===== config.mk =====
export PLATFORM = sky130hd
export DESIGN_NAME = cpu_ctrl_fsm
export DESIGN_NICKNAME = d
export VERILOG_FILES = /design/src/rtl/cpu_ctrl_pkg.sv /design/src/rtl/cpu_ctrl_fsm_mem_wait_cnt.sv /design/src/rtl/cpu_ctrl_fsm.sv
export SDC_FILE = /design/constraint.sdc
export NUM_CORES = 1
export LEC_CHECK = 0
export BUFFER_PORTS_ARGS = -buffer_cell sky130_fd_sc_hd__buf_2
export CAP_MARGIN = 20
export CORE_AREA = 2 2 39 41
export DETAILED_ROUTE_END_ITERATION = 10
export DIE_AREA = 0 0 41 43
export PLACE_DENSITY = 0.52
export SLEW_MARGIN = 20
export SYNTH_ARGS = -nofsm -noshare
export SYNTH_HDL_FRONTEND = slang
export SYNTH_SLANG_ARGS = --single-unit

===== constraint.sdc =====
create_clock -name clk -period 1.3 [get_ports clk]
set_input_delay 0.13 -clock clk [delete_from_list [all_inputs] [get_ports clk]]
set_output_delay 0.13 -clock clk [all_outputs]
set_load 0.05 [all_outputs]

===== src/rtl/cpu_ctrl_pkg.sv =====
`default_nettype none
// +--------------------------------------------------------------------------+
// | cpu_ctrl_pkg : state encodings, instruction type codes and helpers        |
// | Rev 1.0                                                                   |
// +--------------------------------------------------------------------------+
package cpu_ctrl_pkg;

  localparam int unsigned STATE_W = 3;

  typedef enum logic [STATE_W-1:0] {
    FETCH  = 3'd0,
    DECODE = 3'd1,
    EXEC   = 3'd2,
    MEM    = 3'd3,
    WBACK  = 3'd4,
    HALT   = 3'd5
  } state_t;

  localparam logic [1:0] TYPE_ALU   = 2'd0;
  localparam logic [1:0] TYPE_IMM   = 2'd1;
  localparam logic [1:0] TYPE_MEMOP = 2'd2;
  localparam logic [1:0] TYPE_BR    = 2'd3;

  function automatic logic is_mem_access(input logic is_load, input logic is_store);
    return is_load | is_store;
  endfunction

  // A load flag wins over a store flag, so only a clean store may write memory.
  function automatic logic is_pure_store(input logic is_load, input logic is_store);
    return is_store & ~is_load;
  endfunction

  function automatic int unsigned cnt_width(input int unsigned max_val);
    return (max_val == 0) ? 1 : $clog2(max_val + 1);
  endfunction

endpackage
`default_nettype wire


===== src/rtl/cpu_ctrl_fsm_mem_wait_cnt.sv =====
`default_nettype none
// +--------------------------------------------------------------------------+
// | mem_wait_cnt : loadable saturating down-counter, done when count is zero  |
// | Rev 1.0                                                                   |
// +--------------------------------------------------------------------------+
module mem_wait_cnt
  import cpu_ctrl_pkg::*;
#(
  parameter int unsigned MAX_VAL = 0,
  parameter int unsigned CNT_W   = cnt_width(MAX_VAL)
) (
  input  logic             clk,
  input  logic             rst_n,
  input  logic             load,
  input  logic [CNT_W-1:0] load_val,
  input  logic             dec,
  output logic             done
);

  logic [CNT_W-1:0] count;

  always_ff @(posedge clk or negedge rst_n) begin
    if (!rst_n) begin
      count <= '0;
    end else if (load) begin
      count <= load_val;
    end else if (dec && !done) begin
      count <= count - CNT_W'(1);
    end
  end

  assign done = (count == '0);

endmodule
`default_nettype wire


===== src/rtl/cpu_ctrl_fsm.sv =====
`default_nettype none
// +--------------------------------------------------------------------------+
// | cpu_ctrl_fsm : multi-cycle fetch/decode/exec/mem/writeback controller     |
// | Optional halt support: define CPU_CTRL_HALT_EN.           Rev 1.0         |
// +--------------------------------------------------------------------------+
module cpu_ctrl_fsm
  import cpu_ctrl_pkg::*;
#(
  parameter int unsigned        TYPE_W   = 2,
  parameter logic [TYPE_W-1:0]  IMM_TYPE = TYPE_W'(1),
  parameter int unsigned        MEM_WAIT = 0
) (
  input  logic               clk,
  input  logic               rst_n,
  input  logic [TYPE_W-1:0]  instr_type,
  input  logic               wb,
  input  logic               is_load,
  input  logic               is_store,
  input  logic               is_branch,
  input  logic               br_taken,
  input  logic               mem_ready,
`ifdef CPU_CTRL_HALT_EN
  input  logic               is_halt,
  input  logic               resume,
  output logic               halted,
`endif
  output logic               pc_en,
  output logic               pc_load,
  output logic               ls_cntl,
  output logic               mem_we,
  output logic               i_en,
  output logic               s_mux_imm,
  output logic               reg_wen,
  output logic               flags_en,
  output logic [STATE_W-1:0] state_o
);

  localparam int unsigned      CNT_W     = cnt_width(MEM_WAIT);
  localparam logic [CNT_W-1:0] WAIT_INIT = CNT_W'(MEM_WAIT);

  state_t state;
  logic   cnt_load;
  logic   cnt_dec;
  logic   cnt_done;
  logic   mem_done;

  // The counter is primed every DECODE so it already holds MEM_WAIT on MEM entry.
  assign cnt_load = (state == DECODE);
  assign cnt_dec  = (state == MEM);
  assign mem_done = cnt_done & mem_ready;

  mem_wait_cnt #(
    .MAX_VAL (MEM_WAIT),
    .CNT_W   (CNT_W)
  ) u_wait (
    .clk      (clk),
    .rst_n    (rst_n),
    .load     (cnt_load),
    .load_val (WAIT_INIT),
    .dec      (cnt_dec),
    .done     (cnt_done)
  );

  always_ff @(posedge clk or negedge rst_n) begin
    if (!rst_n) begin
      state <= FETCH;
    end else begin
      case (state)
        FETCH: state <= DECODE;
        DECODE: begin
          if (is_mem_access(is_load, is_store)) begin
            state <= MEM;
          end else begin
            state <= EXEC;
          end
`ifdef CPU_CTRL_HALT_EN
          if (is_halt) begin
            state <= HALT;
          end
`endif
        end
        EXEC: state <= FETCH;
        MEM: begin
          if (mem_done) begin
            state <= WBACK;
          end
        end
        WBACK: state <= FETCH;
`ifdef CPU_CTRL_HALT_EN
        HALT: begin
          if (resume) begin
            state <= FETCH;
          end
        end
`endif
        default: state <= FETCH;
      endcase
    end
  end

  // Moore decode of the registered state, qualified by the current instruction flags.
  always_comb begin
    pc_en     = 1'b0;
    pc_load   = 1'b0;
    ls_cntl   = 1'b1;
    mem_we    = 1'b0;
    i_en      = 1'b0;
    reg_wen   = 1'b0;
    flags_en  = 1'b0;
    s_mux_imm = (instr_type == IMM_TYPE);
`ifdef CPU_CTRL_HALT_EN
    halted    = 1'b0;
`endif
    case (state)
      FETCH: begin
        i_en = 1'b1;
      end
      DECODE: begin
      end
      EXEC: begin
        pc_en    = 1'b1;
        pc_load  = is_branch & br_taken;
        reg_wen  = wb;
        flags_en = ~is_branch;
      end
      MEM: begin
        ls_cntl = 1'b0;
        mem_we  = mem_done & is_pure_store(is_load, is_store);
      end
      WBACK: begin
        ls_cntl = 1'b0;
        pc_en   = 1'b1;
        reg_wen = is_load & wb;
      end
`ifdef CPU_CTRL_HALT_EN
      HALT: begin
        halted = 1'b1;
        pc_en  = resume;
      end
`endif
      default: begin
      end
    endcase

    // Reset must silence every strobe immediately, not just after the next edge.
    if (!rst_n) begin
      pc_en     = 1'b0;
      pc_load   = 1'b0;
      ls_cntl   = 1'b1;
      mem_we    = 1'b0;
      i_en      = 1'b0;
      reg_wen   = 1'b0;
      flags_en  = 1'b0;
      s_mux_imm = 1'b0;
`ifdef CPU_CTRL_HALT_EN
      halted    = 1'b0;
`endif
    end
  end

  assign state_o = state;

endmodule
`default_nettype wire


==> summary.md, run 1 <==
| Metric | Value |
|---|---|
| Leading area contributor after synthesis | dfrtp_1 |
| Synth top area share | a little over a third |
| Fill count | approximately 130 |
| Clk sink count | 4 |
| MaxCap Viol Count | 0 |
| CTS root buffer | clkbuf_4 |
| Top Layer Used | met4 |
| Top Ports | 21 |
| Final Non-Filler Cells | between 80 and 90 |
| Synth area leaders | dfrtp_1 (37%), nand2b_1 (9.1%), nor3_1 (5.5%), nor4_2 (4.6%), buf_6 (4.1%) |
| Register bit total from synthesis | 4 |
| Tcrit/Tclk final | 113% |
| CP endpoint | reg_wen |
| Status | finished with violations |
| Inst Count DP | 72 |
| Initial antenna violation count | 0 |
| Met3 WL | 45 µm |
| Violated checks | setup timing |
| Pre-CTS setup slack | -0.00414 ns |
| Site row count | 14 |
| Worst skew pair latency | ~0.25 ns |
| Vias in the first global route | between 300 and 400 |
| 1st-iter DRT viols | 0 |
| Drt via density | between 4 and 5 |
| Nets | 77 |
| Placer congestion estimate | a little over 0.7 |
| Total wire length | 915 µm |
| Tmin final | about 1.5 ns |
| Post-route core utilization | 48.9% |
| Clock tree buffer depth | 2 |
| CP startpoint kind | flip-flop |
| Cell variety after synth | 18 |
| Worst Tran Pin Value | 0.253 ns |
| Slew HR | slightly above 80% |
| Total gr overflow | 0 |
| Synth Instances | 32 |
| Sequential area share after synthesis | 36.5% |
| Wire length per cell | ~11 µm |
| Total Power | between 1500 and 2000 µW |
| Reg-to-Reg Start | state_o[0] |
| Post-Syn Area | between 200 and 300 µm² |
| Setup violators final | 7 |
| Synth-to-layout area growth | 147% |
| Leak pwr | around 0.00032 µW |
| IO Port Bufs | 20 |
| Fmax | 683 MHz |
| Clock Skews | 0.00183 ns |
| Syn Nets | 42 |
| Final Slew Violations | 0 |
| Core footprint | ~1400 µm² |
| Critical Path Sink Type | output pin |
| Antenna diodes | 0 |
| Layout cells sized above 1 | 77.3% |
| Sum of routed wire segments on met1 | about 360 µm |
| Initial core utilization | between 10% and 20% |
| Largest net degree at the start of global routing | 9 |
| FF-to-FF setup slack | around 0.26 ns |
| Crit path required time | roughly 1.2 ns |
| Reg2Reg Depth | 3 |
| Most common cell after layout, fill and taps aside | buf_2 |
| Clock slew at reported path FFs | ~0.04 ns |
| H-Tree Depth | 1 |
| Hold wc startpoint | is_store |
| DRC | 0 |
| Final Hold Viols | 0 |
| Critical path launch point | state_o[1] |
| Area of the die | roughly 1800 µm² |
| Reg2Reg Capture Point | state_o[0] |
| Mapped Avg Cell Area | around 8.6 µm² |
| Critical path arrival | 1.33 ns |
| Crit-path max FO | 5 |
| Critical path class | flip-flop to output pin |
| Die Wd | about 40 µm |
| Synth Warn # | 0 |
| Hold Path Depth | 3 |
| Hold slack | approximately 0.27 ns |
| DR WL met2 | between 400 and 500 µm |
| Post-DRT Antenna Nets | 0 |
| Total global-route track usage | around an eighth |
| RSZ-0062 raised after global routing | yes |
| Drt pass-1 iters | 1 |
| Pwr/cell area | around 2200 nW/µm² |
| VDD IR-drop max | ~1.0 mV |
| Num CTS Buffers | 3 |
| Most frequent cells in the layout | buf_2 (13), buf_4 (8), buf_6 (5) |
| First-pass GRT wire length | between 1000 and 1500 µm |
| CTS tree | done |
| Die height | approximately 43 µm |
| Final setup margin | -0.164 ns |
| Via count | 371 |
| Worst Hold Class | primary input to flip-flop |
critical path: stages (launching register included):
cell,delay [ns]
dfrtp_2,0.44
nand2b_4,0.16
o21ai_2,0.10
and4b_2,0.24
buf_8,0.15
routing by layer:
metal  vias to the layer above  global-route usage, %
met1                       170                   14.0
met5                         -                      0
met2                        15                   19.4
li1                        182                      -
met4                         0                   12.0
met3                         4                   2.09
cells in the mapped netlist:
cell type  count
inv_1          2
nor3b_1        1
nor3_1         3
o21ai_1        2
nand2b_1       4
dfrtp_1        4
nor2_1         2
and4b_1        1
a211oi_1       1
nand2b_2       1
buf_6          1
nor2b_1        1
nor4b_1        1
and3b_1        1
nand2_1        3
and2_1         1
a21oi_1        2
nor4_2         1
metrics by stage:
step / area [µm²] / setup TNS (ns)
floorplan: 349 / -0.796
global placement: 508 / -0.00629
CTS: 631 / -0.901
finish: 677 / -0.855
global route: 677 / -1.18
detailed placement: 508 / -0.00414
how the worst min path moves through the flow:
stage                   end
2_1_floorplan    state_o[0]
3_3_place_gp   u_wait.count
3_5_place_dp   u_wait.count
4_1_cts          state_o[0]
5_1_grt          state_o[0]
6_report         state_o[0]
report_power, final:
part	total, µW	internal, µW	switching, µW
registers	252	173	78.8
clock network	190	117	73.0
logic	1080	490	591
area by class of cell:
cell class / count / area [µm²] / share of cell area [%]
tap: 16 / 20.0 / 2.96
inverter: 2 / 7.51 / 1.11
multi-input combinational: 25 / 258 / 38.1
sequential: 4 / 104 / 15.3
clock buffer: 4 / 26.3 / 3.88
timing repair buffer: 31 / 262 / 38.6
cells by family (layout without fill, tap and decap cells):
family / count (synthesis) / count (layout) / synth area share (%)
buf+inv: 3 / 37 / 6.85
simple gates: 20 / 20 / 46.6
flops: 4 / 4 / 36.5
compound gates: 5 / 5 / 10.0
flip-flops by register name (all words and copies together), names as in the netlist:
signal / count
u_wait.count: 1
state_o: 3
what timing repair did:
item,4_1_cts,5_1_grt
endpoints found under the setup margin,7,7
pin swaps,3,1
gates resized for setup,18,5
buffers inserted,2,3
cloned,0,0
hold buffers,1,0
hold endpoints to repair,4,0
No activity file was read; power rests on OpenSTA's default activity.
==> inputs of run 2 (changes only) <==
PLACE_DENSITY = 0.54   (was 0.52)
SYNTH_HIERARCHICAL = 1   (was not set)
==> summary.md, run 2 <==
| Metric | Value |
|---|---|
| Num CTS Buffers | 3 |
| Top Ports | 21 |
| Tmin final | 1.49 ns |
| Final Non-Filler Cells | slightly above 80 |
| # Post-CTS Setup Buffers | 0 |
| Clk sink count | 4 |
| Reg-to-Reg Start | state_o[1] |
| Register bit total from synthesis | 4 |
| VDD IR-drop max | 1.01 mV |
| Max reg flops | 3 |
| IO Port Bufs | 20 |
| Critical path arrival | 1.36 ns |
| Synth Flop Type | dfrtp_1 |
| CTS tree | done |
| Crit-path max FO | 6 |
| Antenna diodes | 0 |
| Vias in the first global route | 340 |
| Total global-route track usage | between 10 and 15% |
| Final setup margin | -0.186 ns |
| Setup violators final | 7 |
| Final Hold Viols | 0 |
| Cell variety after synth | 21 |
| CP endpoint | reg_wen |
| 1st-iter DRT viols | 1 |
| Most common cell in the synthesized netlist | nand2_1 |
| Fmax | 673 MHz |
| Clock Skews | about 0.0027 ns |
| Clock tree buffer depth | 2 |
| Post-DP HPWL | a little under 700 µm |
| Tcrit/Tclk final | 114% |
| Leading area contributor after synthesis | dfrtp_1 |
| Final Slew Violations | 0 |
| Initial core utilization | a little over a fifth |
| Synth top area share | between 30% and 40% |
| Post-Syn Area | approximately 290 µm² |
| EDFF count, synth | 0 |
| Post-route core utilization | 47.2% |
| Site row count | 14 |
| Reg2Reg Capture Point | u_wait/count |
| First-pass GRT wire length | approximately 1600 µm |
| CTS root buffer | clkbuf_4 |
| Worst skew pair latency | 0.24 ns |
| Via count | ~370 |
| Worst Hold Class | primary input to flip-flop |
| Synth Instances | 36 |
| Syn Nets | 46 |
| Leak pwr | between 0.0003 and 0.0004 µW |
| Most common cell after layout, fill and taps aside | buf_2 |
| Critical Path Sink Type | output pin |
| Total wire length | roughly 890 µm |
| Layout cells sized above 1 | 71.6% |
| Violated checks | setup timing |
| Wire length per cell | around 11 µm |
| Clock slew at reported path FFs | about 0.040 ns |
| Nets | 78 |
| Synth Warn # | 6 |
| Die Wd | ~40 µm |
| Total gr overflow | 0 |
| Critical path launch point | state_o[1] |
| Placer congestion estimate | roughly 0.8 |
| Core footprint | around 1400 µm² |
| Top post-synthesis cells by count | nand2_1 (5), dfrtp_1 (4), inv_1 (3), nor2_1 (3) |
| Drt pass-1 iters | 3 |
| Most frequent cells in the layout | buf_2 (13), buf_6 (7), buf_4 (5), nand2_1 (4), clkbuf_4 (3) |
| Critical path class | flip-flop to output pin |
| DRC | 0 |
| H-Tree Depth | 1 |
| Drt via density | about 4.5 |
| Inst Count DP | between 70 and 80 |
| RSZ-0062 raised after global routing | yes |
| Reg2Reg Depth | 3 |
| Fill count | 146 |
| Synth area leaders | dfrtp_1 (34%), nand2_1 (6.4%), a211oi_1 (5.1%), nor3b_1 (5.1%), nand2b_1 (4.3%) |
| Die height | approximately 43 µm |
| Area of the die | approximately 1800 µm² |
| Initial antenna violation count | 0 |
| Hold slack | between 0.15 and 0.2 ns |
| Sequential area share after synthesis | between 30% and 40% |
| FF-to-FF setup slack | 0.10 ns |
| Status | finished with violations |
| Asr flop ratio synth | 100% |
| Post-DRT Antenna Nets | 0 |
| Mapped Avg Cell Area | ~8 µm² |
| Largest net degree at the start of global routing | 7 |
| MaxCap Viol Count | 0 |
| Crit path required time | about 1.2 ns |
| Synth-to-layout area growth | 122% |
| Pwr/cell area | roughly 2300 nW/µm² |
| CP startpoint kind | flip-flop |
[run 2: cell count changes after synthesis, sizes merged, moves of 2 or more]
cell    before  now
nand3b       0    2
inv          2    4
nand2        3    5
nand2b       5    3
[run 2: kinds of logic after synthesis]
group           count (synthesis)  synth area share (%)
other cells                     1                  1.28
compound gates                  6                  15.7
flops                           4                  34.0
buf+inv                         4                  5.10
simple gates                   21                  43.8
[run 2: how the worst min path moves through the flow]
stage,start,end,cells after the start
after detailed placement,rst_n,state_o[0],1
final,mem_ready,state_o[2],3
after floorplan,rst_n,state_o[0],0
after global placement,rst_n,state_o[0],1
after CTS,mem_ready,state_o[2],3
after global routing,mem_ready,state_o[2],3
[run 2: stage by stage]
step           worst slack (ns)  power, µW  area, µm²  setup TNS, ns
2_1_floorplan            -0.251        949        383         -0.989
3_3_place_gp            -0.0446       1250        561        -0.0449
3_5_place_dp            -0.0660       1250        561        -0.0660
4_1_cts                  -0.214       1510        651         -0.851
5_1_grt                  -0.253       1620        653          -1.16
6_report                 -0.186       1510        653         -0.735
[run 2: worst max-delay path, stage by stage, from the launching register on]
cell and delay [ns]:
dfrtp_4 0.50, nand3b_1 0.21, a211oi_4 0.22, buf_6 0.18
[run 2: repair_timing]
item,in CTS,in global routing
resized for setup,16,2
pin swaps,4,0
setup endpoints to repair,7,7
hold buffers,1,0
endpoints found under the hold margin,4,0
[run 2: metal layers]
| metal | routed length, µm | vias up | track usage, % |
|---|---|---|---|
| li1 | - | 183 | - |
| met3 | 62 | 2 | 7.85 |
| met2 | 430 | 16 | 17.8 |
| met1 | 378 | 172 | 18.7 |
| met5 | 0 | - | 0 |
| met4 | 15 | 0 | 4.00 |
[run 2: area by class of cell]
| type | instances | area [µm²] | area share [%] |
|---|---|---|---|
| well taps | 16 | 20.0 | 3.07 |
| repair buffers | 27 | 211 | 32.4 |
| flip-flops and latches | 4 | 106 | 16.3 |
| inverters | 4 | 15.0 | 2.30 |
| clock buffers | 4 | 26.3 | 4.02 |
| multi-input cells | 28 | 274 | 42.0 |
[run 2: power by group]
part | internal (µW) | switching (µW) | total, µW | leakage (µW)
sequential | 194 | 56.6 | 251 | 0.0000464
combinational | 421 | 661 | 1080 | 0.000250
clock | 116 | 61.2 | 177 | 0.0000150
total | 731 | 779 | 1510 | 0.000311
